## config.mk

```make
export PLATFORM = sky130hd
export DESIGN_NAME = key_click_decoder
export DESIGN_NICKNAME = d
export VERILOG_FILES = /design/src/rtl/key_click_decoder.sv
export SDC_FILE = /design/constraint.sdc
export NUM_CORES = 1
export LEC_CHECK = 0
export CAP_MARGIN = 15
export CELL_PAD_IN_SITES_DETAIL_PLACEMENT = 0
export CELL_PAD_IN_SITES_GLOBAL_PLACEMENT = 1
export CORE_MARGIN = 2
export CORE_UTILIZATION = 35
export CTS_BUF_LIST = sky130_fd_sc_hd__clkbuf_4 sky130_fd_sc_hd__clkbuf_8
export DETAILED_ROUTE_END_ITERATION = 10
export PLACE_DENSITY = 0.73
export SETUP_SLACK_MARGIN = 0.05
export SKIP_LAST_GASP = 1
export SYNTH_ARGS = -nofsm -noshare
export SYNTH_HDL_FRONTEND = slang
export SYNTH_SLANG_ARGS = --single-unit
```

## constraint.sdc

```tcl
create_clock -name sys_clk -period 2.4 [get_ports sys_clk]
set_input_delay 0.6 -clock sys_clk [delete_from_list [all_inputs] [get_ports sys_clk]]
set_output_delay 0.6 -clock sys_clk [all_outputs]
set_load 0.005 [all_outputs]
```

## src/rtl/key_click_decoder.sv

```systemverilog
// Click-burst classifier: turns debounced press pulses into single/double/triple
// click pulses, based on the spacing between presses.
module key_click_decoder #(
  parameter logic [23:0] WIN_MAX = 24'd14_999_999
) (
  input  logic sys_clk,
  input  logic sys_rst_n,
  input  logic key_flag,
  output logic click_single,
  output logic click_double,
  output logic click_triple,
  output logic busy
);

  typedef enum logic [1:0] {
    IDLE  = 2'd0,
    WAIT1 = 2'd1,
    WAIT2 = 2'd2
  } state_t;

  state_t      state_reg;
  state_t      state_next;
  logic [23:0] win_cnt_reg;
  logic [23:0] win_cnt_next;
  logic        timeout;
  logic        single_next;
  logic        double_next;
  logic        triple_next;
  logic        busy_next;

  // A press on the terminal-count edge suppresses the timeout: the press wins.
  assign timeout = (state_reg != IDLE) && (win_cnt_reg == WIN_MAX) && !key_flag;

  always_ff @(posedge sys_clk or negedge sys_rst_n) begin
    if (!sys_rst_n) begin
      state_reg    <= IDLE;
      win_cnt_reg  <= 24'd0;
      click_single <= 1'b0;
      click_double <= 1'b0;
      click_triple <= 1'b0;
      busy         <= 1'b0;
    end else begin
      state_reg    <= state_next;
      win_cnt_reg  <= win_cnt_next;
      click_single <= single_next;
      click_double <= double_next;
      click_triple <= triple_next;
      busy         <= busy_next;
    end
  end

  always_comb begin
    state_next   = state_reg;
    win_cnt_next = win_cnt_reg;
    case (state_reg)
      IDLE: begin
        if (key_flag) state_next = WAIT1;
      end
      WAIT1: begin
        if (key_flag)     state_next = WAIT2;
        else if (timeout) state_next = IDLE;
      end
      WAIT2: begin
        if (key_flag || timeout) state_next = IDLE;
      end
      default: state_next = IDLE;
    endcase

    // Window restarts on every press; it parks at zero whenever no burst is open.
    if (key_flag)
      win_cnt_next = 24'd0;
    else if (state_reg == IDLE || timeout)
      win_cnt_next = 24'd0;
    else
      win_cnt_next = win_cnt_reg + 24'd1;
  end

  always_comb begin
    single_next = (state_reg == WAIT1) && timeout;
    double_next = (state_reg == WAIT2) && timeout;
    triple_next = (state_reg == WAIT2) && key_flag;
    busy_next   = (state_next != IDLE);
  end

endmodule

```

Word-level counts from Yosys, hierarchy flattened:

Cells that the tools add are included.

* $add $sub $neg: 1
* equality and inequality tests: 3
* multiplexer cells: 7
* reduce and logical (&&, ||, !) cells: 11

Operator list (number)
* $mux W24: 2
* $add A24 B1 Y24 const B: 1
* $eq A24 B24 Y1 const B: 1
* $mux W2: 4
* $pmux W2 S3: 1
* $logic_and A1 B1 Y1: 5
* $reduce_bool A2 Y1: 2
* $eq A2 B1 Y1 const B: 1
* $eq A2 B2 Y1 const B: 1
* $logic_not A2 Y1: 1
* $logic_or A1 B1 Y1: 2
* $logic_not A1 Y1: 1

* register bits after elaboration: 30
* input bits: 3
* output and inout port bits: 4
* logic and storage cells: 28

Logic depth before layout (Yosys ltp):

Gate-level depths: netlist of the first run.

* depth in word-level cells: 7
* mapped depth: 6
* mapped depth without buffers: 5

Worst setup path before layout of the first run:

No wires, ideal clock.

* kind: register to register
* start point: register win_cnt_reg[11]
* end point: register win_cnt_reg[1]
* library setup time: 0.120 ns
* data arrival time: 1.980 ns
* data required time: 2.280 ns
* path slack: 0.300 ns
* cell stages (with the launch flop): 5
* path buffers: 0
* period minus slack after synthesis: 2.100 ns
* path through: dfrtp_1 -> or4_1 -> or4_4 -> or3_4 -> and3_1

* longest elaborated chain between the ends: 6

RTL lines
* from (decl): RTL line 23 `logic [23:0] win_cnt_reg;`
* from (signal assigned): RTL line 44 `win_cnt_reg <= win_cnt_next;`
* $eq A24 B24 Y1: RTL line 32 `assign timeout = (state_reg != IDLE) && (win_cnt_reg == WIN_MAX) && !key_flag;`
* $logic_and A1 B1 Y1 (2 in series): RTL line 32
* $logic_or A1 B1 Y1: RTL line 72 `else if (state_reg == IDLE || timeout)`
* $mux W24: RTL line 72
* $mux W24: RTL line 70 `if (key_flag)`
* named net win_cnt_next[1]: RTL line 24 `logic [23:0] win_cnt_next;`

The timed path passes the listed nets, and every way through them passes these cells.

Worst setup path after layout of the first run:

* start point: register win_cnt_reg[12]
* end point: register win_cnt_reg[14]

* longest elaborated chain between the ends: 6
* elaborated cells between the ends (all ways): 7
* those cells by class: add/sub: 1; eq/ne: 1; mux: 2; reduce/logical: 3

RTL lines (RTL line)
* branches (longest 4 deep; another with $add A24 B1 Y24)
* $mux W24 *: 72
* $mux W24 *: 70
* named net win_cnt_next[14]: 24

Mark *: on every way through the listed nets, which the timed path passes.

==> impl_metrics.py, run 1 <==
metrics = {
    "timing": {
        "slew_headroom_pct": 73.82,
        "fin_worst_hold_slack_ns": 0.5155,
        "max_freq_ghz": 0.4516,
        "skew_ns": 0.006508,
        "finalCritPeriodShare_pct": 92.27,
        "period_needed_ns": 2.215,
        "hold_violations": 0,
        "finalSetupTns_ns": 0,
        "finalSetupViolCount": 0,
        "slew_violations": 0,
        "rsz0062_at_grt": "no",
        "worst_pin_slew_ns": 0.3927,
    },
    "cells_and_area": {
        "nNetsFinal": 171,
        "largest_reg_flops": 24,
        "layout.cells.non_filler": 217,
        "area_delta_synth_final_pct": 13.48,
        "drive_above_1_share_pct": 9.581,
        "final_area_mm2": 0.001707,
        "n_antenna_cell": 0,
    },
    "synthesis": {
        "yosysWarnings": 0,
        "ys_ff_latch": 30,
        "syn_nets": 159,
        "synth_top_area_share_pct": 49.92,
        "yosys-top-cells-area": "dfrtp_1, nor2_1, xnor2_1",
        "synth_edf_count": 0,
        "async_flop_share_pct": 100.0,
        "syn_inst": 155,
        "yosys-top-cells-count": "dfrtp_1, nor2_1, a21oi_1, nand3_1, nand2_1",
        "synth.largest_area_cell": "dfrtp_1",
        "syn_avg_cell_area_um2": 9.703,
        "synthFlopType": "dfrtp_1",
        "synth-seq-area-share_pct": 49.92,
        "synth_most_common_cell": "dfrtp_1",
        "syn-cell-area_mm2": 0.001504,
        "yosysUniqueCellTypes": 28,
    },
    "detailed_routing": {
        "vias": 1159,
        "wirelength_mm": 2.864,
        "detail_route.first_pass.iterations": 4,
        "post-route-drc-count": 0,
        "viasPerCell": 5.341,
        "final_antenna_net_count": 0,
        "wl_per_cell_um": 13.20,
        "drt-initial-drc-count": 74,
    },
    "cts": {
        "htreeDepth": 2,
        "cts-resized-gates": 0,
        "cts_buffers": 5,
        "cts_tree": "built",
        "clk_path_buf_depth": 2,
        "numClockSinks": 30,
        "ctsHoldBuffers": 0,
        "clock_latency_ns": 0.28,
        "post-cts-setup-buffers": 0,
        "clk_pin_slew_worst_paths_ns": 0.05,
        "root_buffer": "clkbuf_8",
    },
    "power": {
        "switching_share_pct": 27.35,
        "internal_power_uw": 856.6,
        "clock_power_share_pct": 33.0,
        "power_uw": 1179,
        "powerDensity_mw_per_mm2": 690.9,
        "pwr-share-seq_pct": 48.5,
        "power.switching_uw": 322.5,
        "combPwrFrac_pct": 18.5,
        "p_leak_uw": 0.0006411,
        "irDropWorstVdd_mv": 0.2542,
    },
    "run_status": {
        "status": "complete, no violations",
    },
    "floorplan": {
        "die_w_um": 69.55,
        "rows": 23,
        "start_util_pct": 37.06,
        "dieArea_mm2": 0.004837,
        "die_h_um": 69.55,
        "coreArea_mm2": 0.004058,
        "pin_count": 7,
    },
    "worst_setup_path": {
        "endpoint": "win_cnt_reg[14]",
        "crit_start": "win_cnt_reg[12]",
        "cp.required_ns": 2.56,
        "crit_type": "register to register",
        "r2r_start": "win_cnt_reg[12]",
        "reg2reg_depth": 5,
        "reg2reg_setup_slack_ns": 0.19,
        "crit_path_start_kind": "register",
        "endpoint_kind": "register",
        "crit_arrival_ns": 2.37,
        "rr_endpoint": "win_cnt_reg[14]",
        "critPathMaxFanout": 16,
    },
    "placement": {
        "place.detailed.hpwl_mm": 2.000,
        "portBuffers": 6,
        "placed_area_mm2": 0.001623,
        "place_congestion": 0.7961,
        "dp_cells": 210,
    },
    "run": {
        "maxCapViolations": 0,
    },
    "global_route": {
        "grt_pass1_wl_mm": 5.319,
        "grt_pass1_vias": 1177,
        "grt-ovfl-total": 0,
        "grt_max_degree": 31,
        "antenna_found_initial": 0,
        "grt_use_total_pct": 13.87,
    },
    "worst_hold_path": {
        "hold_path_class": "register to register",
    },
}
==> power groups by stage <==
stage	clock, µW	sequential [µW]	combinational [µW]
finish	389	572	218
global route	429	578	245
CTS	401	572	221
detailed placement	0	580	219
global placement	0	580	216
floorplan	0	575	157
==> final cells by class <==
cell class	instances	area [µm²]
tap	50	62.56
inverter	5	18.77
clock buffer	7	83.83
timing repair buffer	10	90.09
multi-input combinational	115	700.7
fill	397	2351
sequential	30	750.7
==> stage by stage <==
step	worst slack [ns]	utilization, %
floorplan	0.3000	-
global placement	0.2463	39.99
detailed placement	0.1940	39.99
CTS	0.1873	42.06
global route	0.08419	42.06
finish	0.1855	42.06
==> per-layer routing <==
| layer | wire length [µm] | GRT usage [%] |
|---|---|---|
| met3 | 111 | 4.651 |
| met5 | 0 | 0 |
| met2 | 1313 | 21.05 |
| met4 | 60 | 7.625 |
| met1 | 1378 | 17.31 |
==> worst max-delay path: stages (launching register included) <==
cell and delay, ns:
dfrtp_1 0.45, or4_1 0.53, or4_4 0.53, o31ai_4 0.26, buf_4 0.25, nor2_1 0.07
==> cell families after synthesis <==
logic type | count (synthesis) | share of synthesized area [%]
xor+xnor | 12 | 6.988
fa+ha+maj | 1 | 0.8318
buf+inv | 10 | 3.494
compound gates | 25 | 10.57
simple gates | 77 | 28.20
flops | 30 | 49.92
==> worst min path at each step <==
stage | from | endpoint | slack [ns] | depth (start not counted)
detailed placement | win_cnt_reg[0] | win_cnt_reg[0] | 0.51 | 1
CTS | win_cnt_reg[0] | win_cnt_reg[0] | 0.52 | 1
floorplan | sys_rst_n | busy | 0.30 | 0
global route | win_cnt_reg[0] | win_cnt_reg[0] | 0.53 | 1
global placement | win_cnt_reg[0] | win_cnt_reg[0] | 0.50 | 1
finish | win_cnt_reg[0] | win_cnt_reg[0] | 0.52 | 1
==> placed cells by master, fill, tap and decap left out, types with 2 or more instances in the layout <==
master / n
a21oi_1: 10
and3_1: 3
buf_4: 4
clkbuf_4: 2
clkbuf_8: 5
clkdlybuf4s50_1: 6
dfrtp_1: 30
inv_1: 5
nand2_1: 9
nand2b_1: 4
nand3_1: 10
nand4_1: 4
nor2_1: 19
nor3_1: 4
nor4_1: 3
o21ai_0: 7
o31ai_1: 6
or3_1: 7
or4_1: 8
xnor2_1: 8
xor2_1: 4
Note: power is estimated with default switching activity, not from simulation.
==> inputs of run 2 (changes only) <==
--- a/config.mk
+++ b/config.mk
@@ -12,6 +12,7 @@
 export CORE_UTILIZATION = 35
 export CTS_BUF_LIST = sky130_fd_sc_hd__clkbuf_4 sky130_fd_sc_hd__clkbuf_8
 export DETAILED_ROUTE_END_ITERATION = 10
+export MAX_ROUTING_LAYER = met4
 export PLACE_DENSITY = 0.73
 export SETUP_SLACK_MARGIN = 0.05
 export SKIP_LAST_GASP = 1
==> run 2 against run 1 <==
- utilization unchanged
- worst setup slack improved by 0.00055 ns
- design area is the same
- clock power hardly changed
- highest routed layer unchanged
==> impl_metrics.py, run 2 (synthesis results as in run 1) <==
metrics = {
    "global_route": {
        "grt_max_degree": 31,
        "grt_pass1_wl_mm": 5.319,
        "grt-ovfl-total": 0,
        "grt_use_total_pct": 14.26,
        "antenna_found_initial": 0,
        "grt_pass1_vias": 1177,
    },
    "floorplan": {
        "dieArea_mm2": 0.004837,
        "die_w_um": 69.55,
        "coreArea_mm2": 0.004058,
        "die_h_um": 69.55,
        "pin_count": 7,
        "rows": 23,
        "start_util_pct": 37.06,
    },
    "placement": {
        "dp_cells": 210,
        "placed_area_mm2": 0.001623,
        "portBuffers": 6,
        "place.detailed.hpwl_mm": 2.000,
        "place_congestion": 0.8075,
    },
    "worst_setup_path": {
        "endpoint_kind": "register",
        "crit_arrival_ns": 2.37,
        "critPathMaxFanout": 16,
        "crit_type": "register to register",
        "cp.required_ns": 2.56,
        "crit_path_start_kind": "register",
    },
    "cells_and_area": {
        "layout_commonest_cell": "dfrtp_1",
        "n_antenna_cell": 0,
        "layout_common_cells": "dfrtp_1, nor2_1, nand3_1, a21oi_1, nand2_1",
        "utilization_pct": 42.06,
        "area_delta_synth_final_pct": 13.48,
        "layout.cells.non_filler": 217,
        "largest_reg_flops": 24,
        "final_area_mm2": 0.001707,
        "nNetsFinal": 171,
        "drive_above_1_share_pct": 9.581,
    },
    "timing": {
        "hold_violations": 0,
        "slew_headroom_pct": 73.84,
        "period_needed_ns": 2.214,
        "max_freq_ghz": 0.4517,
        "worst_pin_slew_ns": 0.3924,
        "fin_worst_hold_slack_ns": 0.5155,
        "rsz0062_at_grt": "no",
        "finalSetupTns_ns": 0,
        "finalCritPeriodShare_pct": 92.25,
        "slew_violations": 0,
        "finalSetupViolCount": 0,
        "skew_ns": 0.006666,
    },
    "cts": {
        "root_buffer": "clkbuf_8",
        "cts_tree": "built",
        "clk_pin_slew_worst_paths_ns": 0.05,
        "cts-resized-gates": 0,
        "numClockSinks": 30,
        "cts_buffers": 5,
        "clock_latency_ns": 0.28,
        "ctsHoldBuffers": 0,
        "htreeDepth": 2,
        "post-cts-setup-buffers": 0,
        "clk_path_buf_depth": 2,
    },
    "detailed_routing": {
        "drt-initial-drc-count": 72,
        "detail_route.first_pass.iterations": 4,
        "post-route-drc-count": 0,
        "wl_per_cell_um": 13.19,
        "viasPerCell": 5.327,
        "vias": 1156,
        "final_antenna_net_count": 0,
        "wirelength_mm": 2.863,
    },
    "run_status": {
        "status": "complete, no violations",
    },
    "run": {
        "maxCapViolations": 0,
    },
    "power": {
        "powerDensity_mw_per_mm2": 690.8,
        "p_leak_uw": 0.0006411,
        "irDropWorstVdd_mv": 0.2542,
    },
    "worst_hold_path": {
        "hold_path_class": "register to register",
    },
}
-- run 2: cell counts in the layout (fill, tap and decap cells not counted) --
Identical to the previous run, type by type.
-- run 2: routing by layer --
metal | up-vias | part of all wire, % | track usage, %
li1 | 584 | - | -
met1 | 550 | 48 | 17.31
met2 | 17 | 46 | 21.05
met3 | 5 | 3.9 | 4.651
met4 | 0 | 2.1 | 7.625
met5 | - | 0 | -
-- run 2: final timing paths --
| check | from | end | slack (ns) | depth (start not counted) |
|---|---|---|---|---|
| max | win_cnt_reg[12] | win_cnt_reg[14] | 0.19 | 5 |
| min | win_cnt_reg[0] | win_cnt_reg[0] | 0.52 | 1 |
| max reg2reg | win_cnt_reg[12] | win_cnt_reg[14] | 0.19 | 5 |
| min reg2reg | win_cnt_reg[0] | win_cnt_reg[0] | 0.52 | 1 |
| max in group asynchronous | sys_rst_n | win_cnt_reg[16] | 1.41 | 2 |
| min in group asynchronous | sys_rst_n | busy | 0.71 | 2 |
-- run 2: final cells by class --
| cell class | count | area (µm²) |
|---|---|---|
| fillers | 397 | 2351 |
| multi-input cells | 115 | 700.7 |
| repair buffers | 10 | 90.09 |
| well taps | 50 | 62.56 |
| clock buffers | 7 | 83.83 |
| flip-flops and latches | 30 | 750.7 |
| inverters | 5 | 18.77 |
-- run 2: where the power goes --
group / internal (µW) / switching (µW) / leakage [µW]
registers: 544 / 28.7 / 0.000413
clock network: 221 / 168 / 0.0000452
logic: 91.6 / 126 / 0.000183
total: 857 / 322 / 0.000641
-- run 2: stage by stage --
| stage | power, µW | worst slack (ns) |
|---|---|---|
| 6_report | 1179 | 0.1860 |
| 4_1_cts | 1193 | 0.1873 |
| 5_1_grt | 1251 | 0.08419 |
| 3_3_place_gp | 796.2 | 0.2463 |
| 3_5_place_dp | 799.0 | 0.1940 |
| 2_1_floorplan | 732.6 | 0.3000 |
-- run 2: worst max-delay path, cell delays in order, from the launching register on --
cell and delay (ns):
dfrtp_1 0.45, or4_1 0.53, or4_4 0.53, o31ai_4 0.26, buf_4 0.25, nor2_1 0.07
